**src/rtl/arbiter_rr8.sv**
```systemverilog
// arbiter_rr8: 8-way round-robin arbiter with a bounded hold time per grant
// Ports:
//   clk         rising-edge clock
//   rst_n       asynchronous active-low reset
//   req[7:0]    request vector, bit i held high while requester i needs the resource
//   grant_valid a grant is active this cycle (registered)
//   grant_idx   binary index of the granted requester (registered, held after release)
//   grant[7:0]  one-hot decode of grant_idx when grant_valid, else zero
module arbiter_rr8 #(
  parameter int MAX_HOLD = 4
) (
  input  logic       clk,
  input  logic       rst_n,
  input  logic [7:0] req,
  output logic       grant_valid,
  output logic [2:0] grant_idx,
  output logic [7:0] grant
);
  typedef enum logic {IDLE, GRANT} state_t;
  state_t state, state_n;
  logic [2:0] ptr, ptr_n, idx_n, next_win;
  logic [3:0] hold_cnt, hold_n;
  logic valid_n, others, at_max;
  // First requester found scanning s, s+1, ... with 3-bit wraparound.
  // Scanning from the far end lets the nearest hit overwrite later ones.
  function automatic logic [2:0] win(input logic [7:0] r, input logic [2:0] s);
    win = s;
    for (int i = 7; i >= 0; i--) if (r[s + 3'(i)]) win = s + 3'(i);
  endfunction
  assign others   = |(req & ~(8'b1 << grant_idx));
  assign at_max   = hold_cnt == 4'(MAX_HOLD);
  assign next_win = win(req, grant_idx + 3'd1);
  assign grant    = grant_valid ? 8'b1 << grant_idx : 8'h00;
  always_ff @(posedge clk or negedge rst_n)
    if (!rst_n) begin
      state       <= IDLE;
      grant_valid <= 1'b0;
      grant_idx   <= 3'd0;
      ptr         <= 3'd0;
      hold_cnt    <= 4'd0;
    end else begin
      state       <= state_n;
      grant_valid <= valid_n;
      grant_idx   <= idx_n;
      ptr         <= ptr_n;
      hold_cnt    <= hold_n;
    end
  // A grant ends on release or on forced rotation; either way the pointer
  // moves past the old owner and any other pending requester takes over
  // on the same edge, so there is no idle bubble between owners.
  always_comb begin
    state_n = state;
    valid_n = grant_valid;
    idx_n   = grant_idx;
    ptr_n   = ptr;
    hold_n  = hold_cnt;
    if (state == IDLE) begin
      if (|req) begin
        state_n = GRANT;
        valid_n = 1'b1;
        idx_n   = win(req, ptr);
        hold_n  = 4'd1;
      end
    end else if (!req[grant_idx] || (at_max && others)) begin
      ptr_n  = grant_idx + 3'd1;
      hold_n = others ? 4'd1 : 4'd0;
      if (others) idx_n = next_win;
      else begin
        state_n = IDLE;
        valid_n = 1'b0;
      end
    end else if (!at_max) hold_n = hold_cnt + 4'd1;
  end
endmodule

```
**config.mk**
```make
export PLATFORM = sky130hd
export DESIGN_NAME = arbiter_rr8
export DESIGN_NICKNAME = d
export VERILOG_FILES = /design/src/rtl/arbiter_rr8.sv
export SDC_FILE = /design/constraint.sdc
export NUM_CORES = 1
export LEC_CHECK = 0
export BUFFER_PORTS_ARGS = -buffer_cell sky130_fd_sc_hd__buf_2
export CORE_MARGIN = 3
export CORE_UTILIZATION = 50
export CTS_CLUSTER_SIZE = 30
export DETAILED_ROUTE_END_ITERATION = 6
export PLACE_DENSITY = 0.74
export SYNTH_ARGS = -nofsm -noshare
export SYNTH_HDL_FRONTEND = slang
export SYNTH_SLANG_ARGS = --single-unit
```
**constraint.sdc**
```tcl
create_clock -name clk -period 5.7 [get_ports clk]
set_clock_uncertainty 0.15 [all_clocks]
set_input_delay 0.57 -clock clk [delete_from_list [all_inputs] [get_ports clk]]
set_output_delay 0.57 -clock clk [all_outputs]
set_load 0.01 [all_outputs]
```
=== After elaboration in Yosys (flattened, before gate mapping) ===
Cells that the tools add are included.

* Register bits after elaboration: 12
* Output and inout port bits: 12
* Word-level logic and storage cells: 124

* Add/subtract/negate cells: 16
* Magnitude comparators: 17
* Equality and inequality tests: 5
* Shifts and indexed selects: 1
* Muxes and demuxes: 68
* Bitwise logic cells: 2
* Reductions and logical operators: 10

{| class="wikitable"
|+ Operator list
! kind !! number
|-
| 3-bit by 4-bit less-than comparator with 1-bit output, second input constant || 17
|-
| 3-bit two-way mux || 20
|-
| 1-bit binary-select mux with 3-bit select || 17
|-
| 1-bit two-way mux || 26
|-
| 3-bit adder, second input constant || 8
|-
| 4-bit two-way mux || 4
|-
| 8-bit OR reduction || 2
|-
| 3-bit by 2-bit adder with 3-bit output, second input constant || 4
|-
| 3-bit by 1-bit adder with 3-bit output, second input constant || 3
|-
| 8-bit AND || 1
|-
| 8-bit two-way mux || 1
|-
| 8-bit NOT || 1
|-
| 1-bit by 3-bit << shifter with 8-bit output, first input constant || 1
|-
| 3-bit AND reduction || 2
|-
| 4-bit by 1-bit adder with 4-bit output, second input constant || 1
|-
| 4-bit by 3-bit == test with 1-bit output, second input constant || 1
|-
| 2-bit by 1-bit inequality test with 1-bit output, second input constant || 2
|-
| 2-bit AND reduction || 2
|-
| 3-bit by 2-bit inequality test with 1-bit output, second input constant || 1
|-
| 2-bit inequality test, second input constant || 1
|-
| 2-bit nonzero test || 1
|-
| 1-bit logical AND || 1
|-
| 1-bit zero test || 1
|-
| 1-bit logical OR || 1
|}

=== Longest topological paths before layout ===
* Depth in word-level cells: 15
* Gate-level depth with buffers: 12

=== Worst setup path before layout ===
OpenSTA, ideal clock, no wires.

* Path type: flip-flop to flip-flop
* From: register ptr[0]
* To: register grant_idx[1]
* Setup time: 0.123 ns
* Arrival: 2.893 ns
* Data required time: 5.427 ns
* Setup slack: 2.534 ns
* Stages on the path, launching flop included: 13
* Path buffers: 3
* Cell sequence: dfrtp_1 -> buf_4 -> buf_1 -> inv_1 -> ha_1 -> clkbuf_1 -> mux4_1 -> mux2_2 -> o31ai_1 -> a211o_1 -> nand3_1 -> a41o_1 -> o221a_1

* Word-level cells in the longest chain between the ends: 13
* Elaborated cells on any way between the ends: 33
* Classes of those cells: 7 x add/sub; 26 x mux

{| class="wikitable"
|+ Ends and longest elaborated chain
! item !! line !! text
|-
| from (decl) || 21 || <nowiki>logic [2:0] ptr, ptr_n, idx_n, next_win;</nowiki>
|-
| from (signal assigned) || 45 || <nowiki>ptr <= ptr_n;</nowiki>
|-
| 3-bit adder || 28 || <nowiki>for (int i = 7; i >= 0; i--) if (r[s + 3'(i)]) win = s + 3'(i);</nowiki>
|-
| 1-bit binary-select mux with 3-bit select || 28 ||
|-
| 1-bit two-way mux (not written as such) || 28 ||
|-
| 3-bit two-way mux (7 in a row) || 28 ||
|-
| 3-bit two-way mux (*) || 28 ||
|-
| 3-bit two-way mux (*) || 58 || <nowiki>if (|req) begin</nowiki>
|-
| 3-bit two-way mux (*) || 57 || <nowiki>if (state == IDLE) begin</nowiki>
|-
| to (signal assigned) || 44 || <nowiki>grant_idx <= idx_n;</nowiki>
|-
| to (decl) || 16 || <nowiki>output logic [2:0] grant_idx,</nowiki>
|}

Mark *: on every way between the ends. The rest lies on a longest branch, timed or not. The select of a mux whose other input is x is not followed.
A chain may end at the register's enable or synchronous reset.

=== Final worst setup path ===
* From: register grant_idx[0]
* To: register grant_idx[0]

* Word-level cells in the longest chain between the ends: 15
* Elaborated cells on any way between the ends: 47
* Classes of those cells: 8 x add/sub; 2 x eq/ne; 1 x shift; 29 x mux; 2 x bitwise; 5 x reduce/logical

{| class="wikitable"
|+ Ends and longest elaborated chain
! item !! line !! text
|-
| 3-bit by 1-bit adder with 3-bit output || 32 || <nowiki>assign next_win = win(req, grant_idx + 3'd1);</nowiki>
|-
| 3-bit adder || 28 ||
|-
| 1-bit binary-select mux with 3-bit select || 28 ||
|-
| 1-bit two-way mux (not written as such) || 28 ||
|-
| 3-bit two-way mux (8 in a row) || 28 ||
|-
| 3-bit two-way mux || 67 || <nowiki>if (others) idx_n = next_win;</nowiki>
|-
| 3-bit two-way mux || 64 || <nowiki>end else if (!req[grant_idx] || (at_max && others)) begin</nowiki>
|-
| 3-bit two-way mux || 57 ||
|}

Several ways; a longest one is shown, not always the timed one. The select of a mux whose other input is x is not followed.

==> impl_metrics.yaml <==
floorplan:
  num_io_pins: 22
  initial_utilization_pct: 52.6
  core_sq_um: 4410
  die_height_um: 74.2
  die_w_um: 74.2
  die_area_sq_um: 5500
  placementRows: 24
yosys:
  synthCells: 273
  ys_warn_count: 0
  synth.distinct_cells: 56
  ys_ff_latch: 12
  ys_seq_area_share_pct: 12.9
  synth-edff-count: 0
  synthArstFlopShare_pct: 100
  synth.cell_area_sq_um: 2320
  postSynthAreaPerCell_sq_um: 8.51
  synthFlopType: "dfrtp_1"
  synth_nets: 295
timing:
  hold_viol_final: 0
  slew_viol_final: 0
  setup_viol: 0
  relSlewSlack_pct: 42.6
  grt_setup_unrepaired: "false"
  fmax_mhz: 266
  worst_slew_pin_slew_ns: 0.861
  fin_setup_tns_ns: 0
  min_period_ns: 3.75
  timing.final.crit_share_pct: 65.9
  setup_slack_ns: 1.95
grt:
  grt_pass1_wl_mm: 9.85
  antenna_found_initial: 0
  grt_overflow_total: 0
  track_usage_pct: 22.6
  grt_pass1_vias: 2060
  grt_max_degree: 27
detailed_routing:
  wl_mm: 5.88
  routed_via_density: 6.76
  wire_per_inst_um: 17.9
  drt_first_pass_iters: 5
  initialDrtViolationCount: 398
  antenna_left: 0
  drc: 0
  vias: 2225
place:
  place_congestion: 0.921
  place_hpwl_mm: 4.18
  place.port_buffers: 21
  dpl.cell_count: 325
  pre_cts_ws_ns: 1.99
clocking:
  htree_levels: 1
  path_clk_slew_ns: 0.05
  post_cts_buffers: 0
  cts_tree: "yes"
  cts_resized: 0
  cts.sinks: 12
  worstSkewPairLatency_ns: 0.24
  numCtsBuffers: 3
  ctsRootBufferMaster: "clkbuf_8"
  hold_buffers: 0
  cts.path.max_buffers: 2
critical_path:
  setup.worst_path.class: "reg -> reg"
  cp.required_ns: 5.66
  slowest_delay_ns: 0.90
  crit_path_frequent_cell: "o21ai_0"
  cp.arrival_ns: 3.72
  path_cells: "inv_1, ha_1, mux4_2, mux2i_2, o21ai_0, a21boi_0, nor3_1, o21ai_0, nand4_1"
  critPathLaunchType: "register"
  cp_max_fo: 22
  cpMaxStageDelayCell: "dfrtp_1"
  reg2reg_slack_ns: 1.95
  critPathCaptureType: "register"
final_layout:
  final_cells: 329
  syn2layout_area_growth_pct: 4.68
  fin_nets: 300
  antennaDiodeCount: 0
  drive_above_1_share_pct: 19.5
hold_path:
  min_path_type: "in -> async"
run:
  maxCapViolations: 0
outcome:
  status: "finished, final reports clean"
[through the flow]
stage	hold WS [ns]	cell area (sq um)	util, %
3_3_place_gp	0.306	2380	53.9
6_report	0.0480	2430	55.1
4_1_cts	0.0495	2430	55.1
2_1_floorplan	0.124	2320	-
3_5_place_dp	0.309	2380	53.9
5_1_grt	0.0628	2430	55.1
[critical path: cells and delay by family, from the launching register on]
kind / cells / cell delay (ns)
flip-flops: 1 / 0.90
multiplexers: 2 / 0.84
AND/OR/NAND/NOR: 2 / 0.21
adder cells (fa/ha/maj): 1 / 0.66
AO/OA/AOI/OAI: 3 / 0.64
buffers and inverters: 1 / 0.21
[cells in the mapped netlist (2+ instances only)]
library cell	number	area share, %
mux4_2	16	16
ha_1	12	6.5
xnor2_1	3	1.1
dfrtp_1	12	13
a21o_1	3	0.97
o22ai_1	2	0.54
nand2_1	31	5.0
clkbuf_1	6	0.97
o21bai_1	2	0.65
mux2_2	10	4.8
nor4b_1	3	1.1
o21ai_0	9	1.9
a31oi_1	5	1.3
a21oi_1	13	2.8
o221ai_1	4	1.5
nor4_1	2	0.54
nor2b_1	5	1.3
nor3_1	7	1.5
nor2_1	17	2.7
o211ai_1	4	1.3
and3_1	6	1.6
nand3_1	4	0.86
nand2b_1	9	2.4
buf_2	9	1.9
a21boi_0	2	0.65
xor2_1	4	1.5
buf_1	2	0.32
o2bb2ai_1	2	0.75
a22o_1	3	1.1
mux2i_1	11	4.7
inv_1	15	2.4
and2_1	10	2.7
buf_6	3	1.5
mux4_1	3	3.4
o31ai_1	3	0.97
[state kept, by name, indices dropped and copies added, names as in the netlist]
register,count
grant_idx,3
ptr,3
hold_cnt,4
grant_valid,1
state,1
[metal layers]
metal / part of all wire, % / global-route usage, % / vias to the layer above
met4: 1.9 / 6.84 / 0
met1: 42 / 31.8 / 1066
li1: - / - / 1039
met3: 7.3 / 1.62 / 13
met5: 0 / 0 / -
met2: 48 / 37.4 / 107
[final timing paths]
check	start	end	depth (start not counted)
setup / recovery	grant_idx[0]	grant_idx[0]	9
hold / removal	rst_n	hold_cnt[3]	1
setup reg to reg	grant_idx[0]	grant_idx[0]	9
hold reg to reg	hold_cnt[3]	hold_cnt[3]	1
max in group asynchronous	rst_n	grant_idx[1]	1
min in group clk	hold_cnt[3]	hold_cnt[3]	1
[cell families (layout without fill, tap and decap cells)]
group / Yosys count / after routing / synth area share [%]
muxes: 41 / 41 / 29.1
AOI/OAI and AO/OA: 67 / 67 / 20.6
DFF: 12 / 12 / 12.9
and+or+nand+nor: 97 / 97 / 20.7
adders and majority gates: 12 / 12 / 6.46
xor gates and xnor gates: 7 / 7 / 2.64
buffers and inverters: 37 / 41 / 7.59
[layout by cell type (no fill, tap or decap), types with 3 or more instances in the layout]
master	n
nor4b_1	3
inv_1	15
nor2_1	17
xor2_1	4
a22o_1	3
and2_1	10
o211ai_1	4
nand2b_1	9
a21o_1	3
mux2i_1	11
nor3_1	7
a31oi_1	5
clkbuf_8	4
o221ai_1	4
nand3_1	4
buf_2	21
nand2_1	31
xnor2_1	3
dfrtp_1	12
a21oi_1	13
mux4_1	3
o21ai_0	9
ha_1	12
and3_1	6
nor2b_1	5
mux2_2	10
o31ai_1	3
mux4_2	16
[final cells by class]
cell class	instances	area, sq um
Multi-Input combinational cell	224	1850
Clock buffer	4	55.1
Sequential cell	12	300
Fill cell	402	1980
Timing Repair Buffer	21	105
Tap cell	52	65.1
Inverter	16	60.1
Power is not shown: default switching activity piles up to over one toggle a cycle in this logic, so the estimate is an artifact.
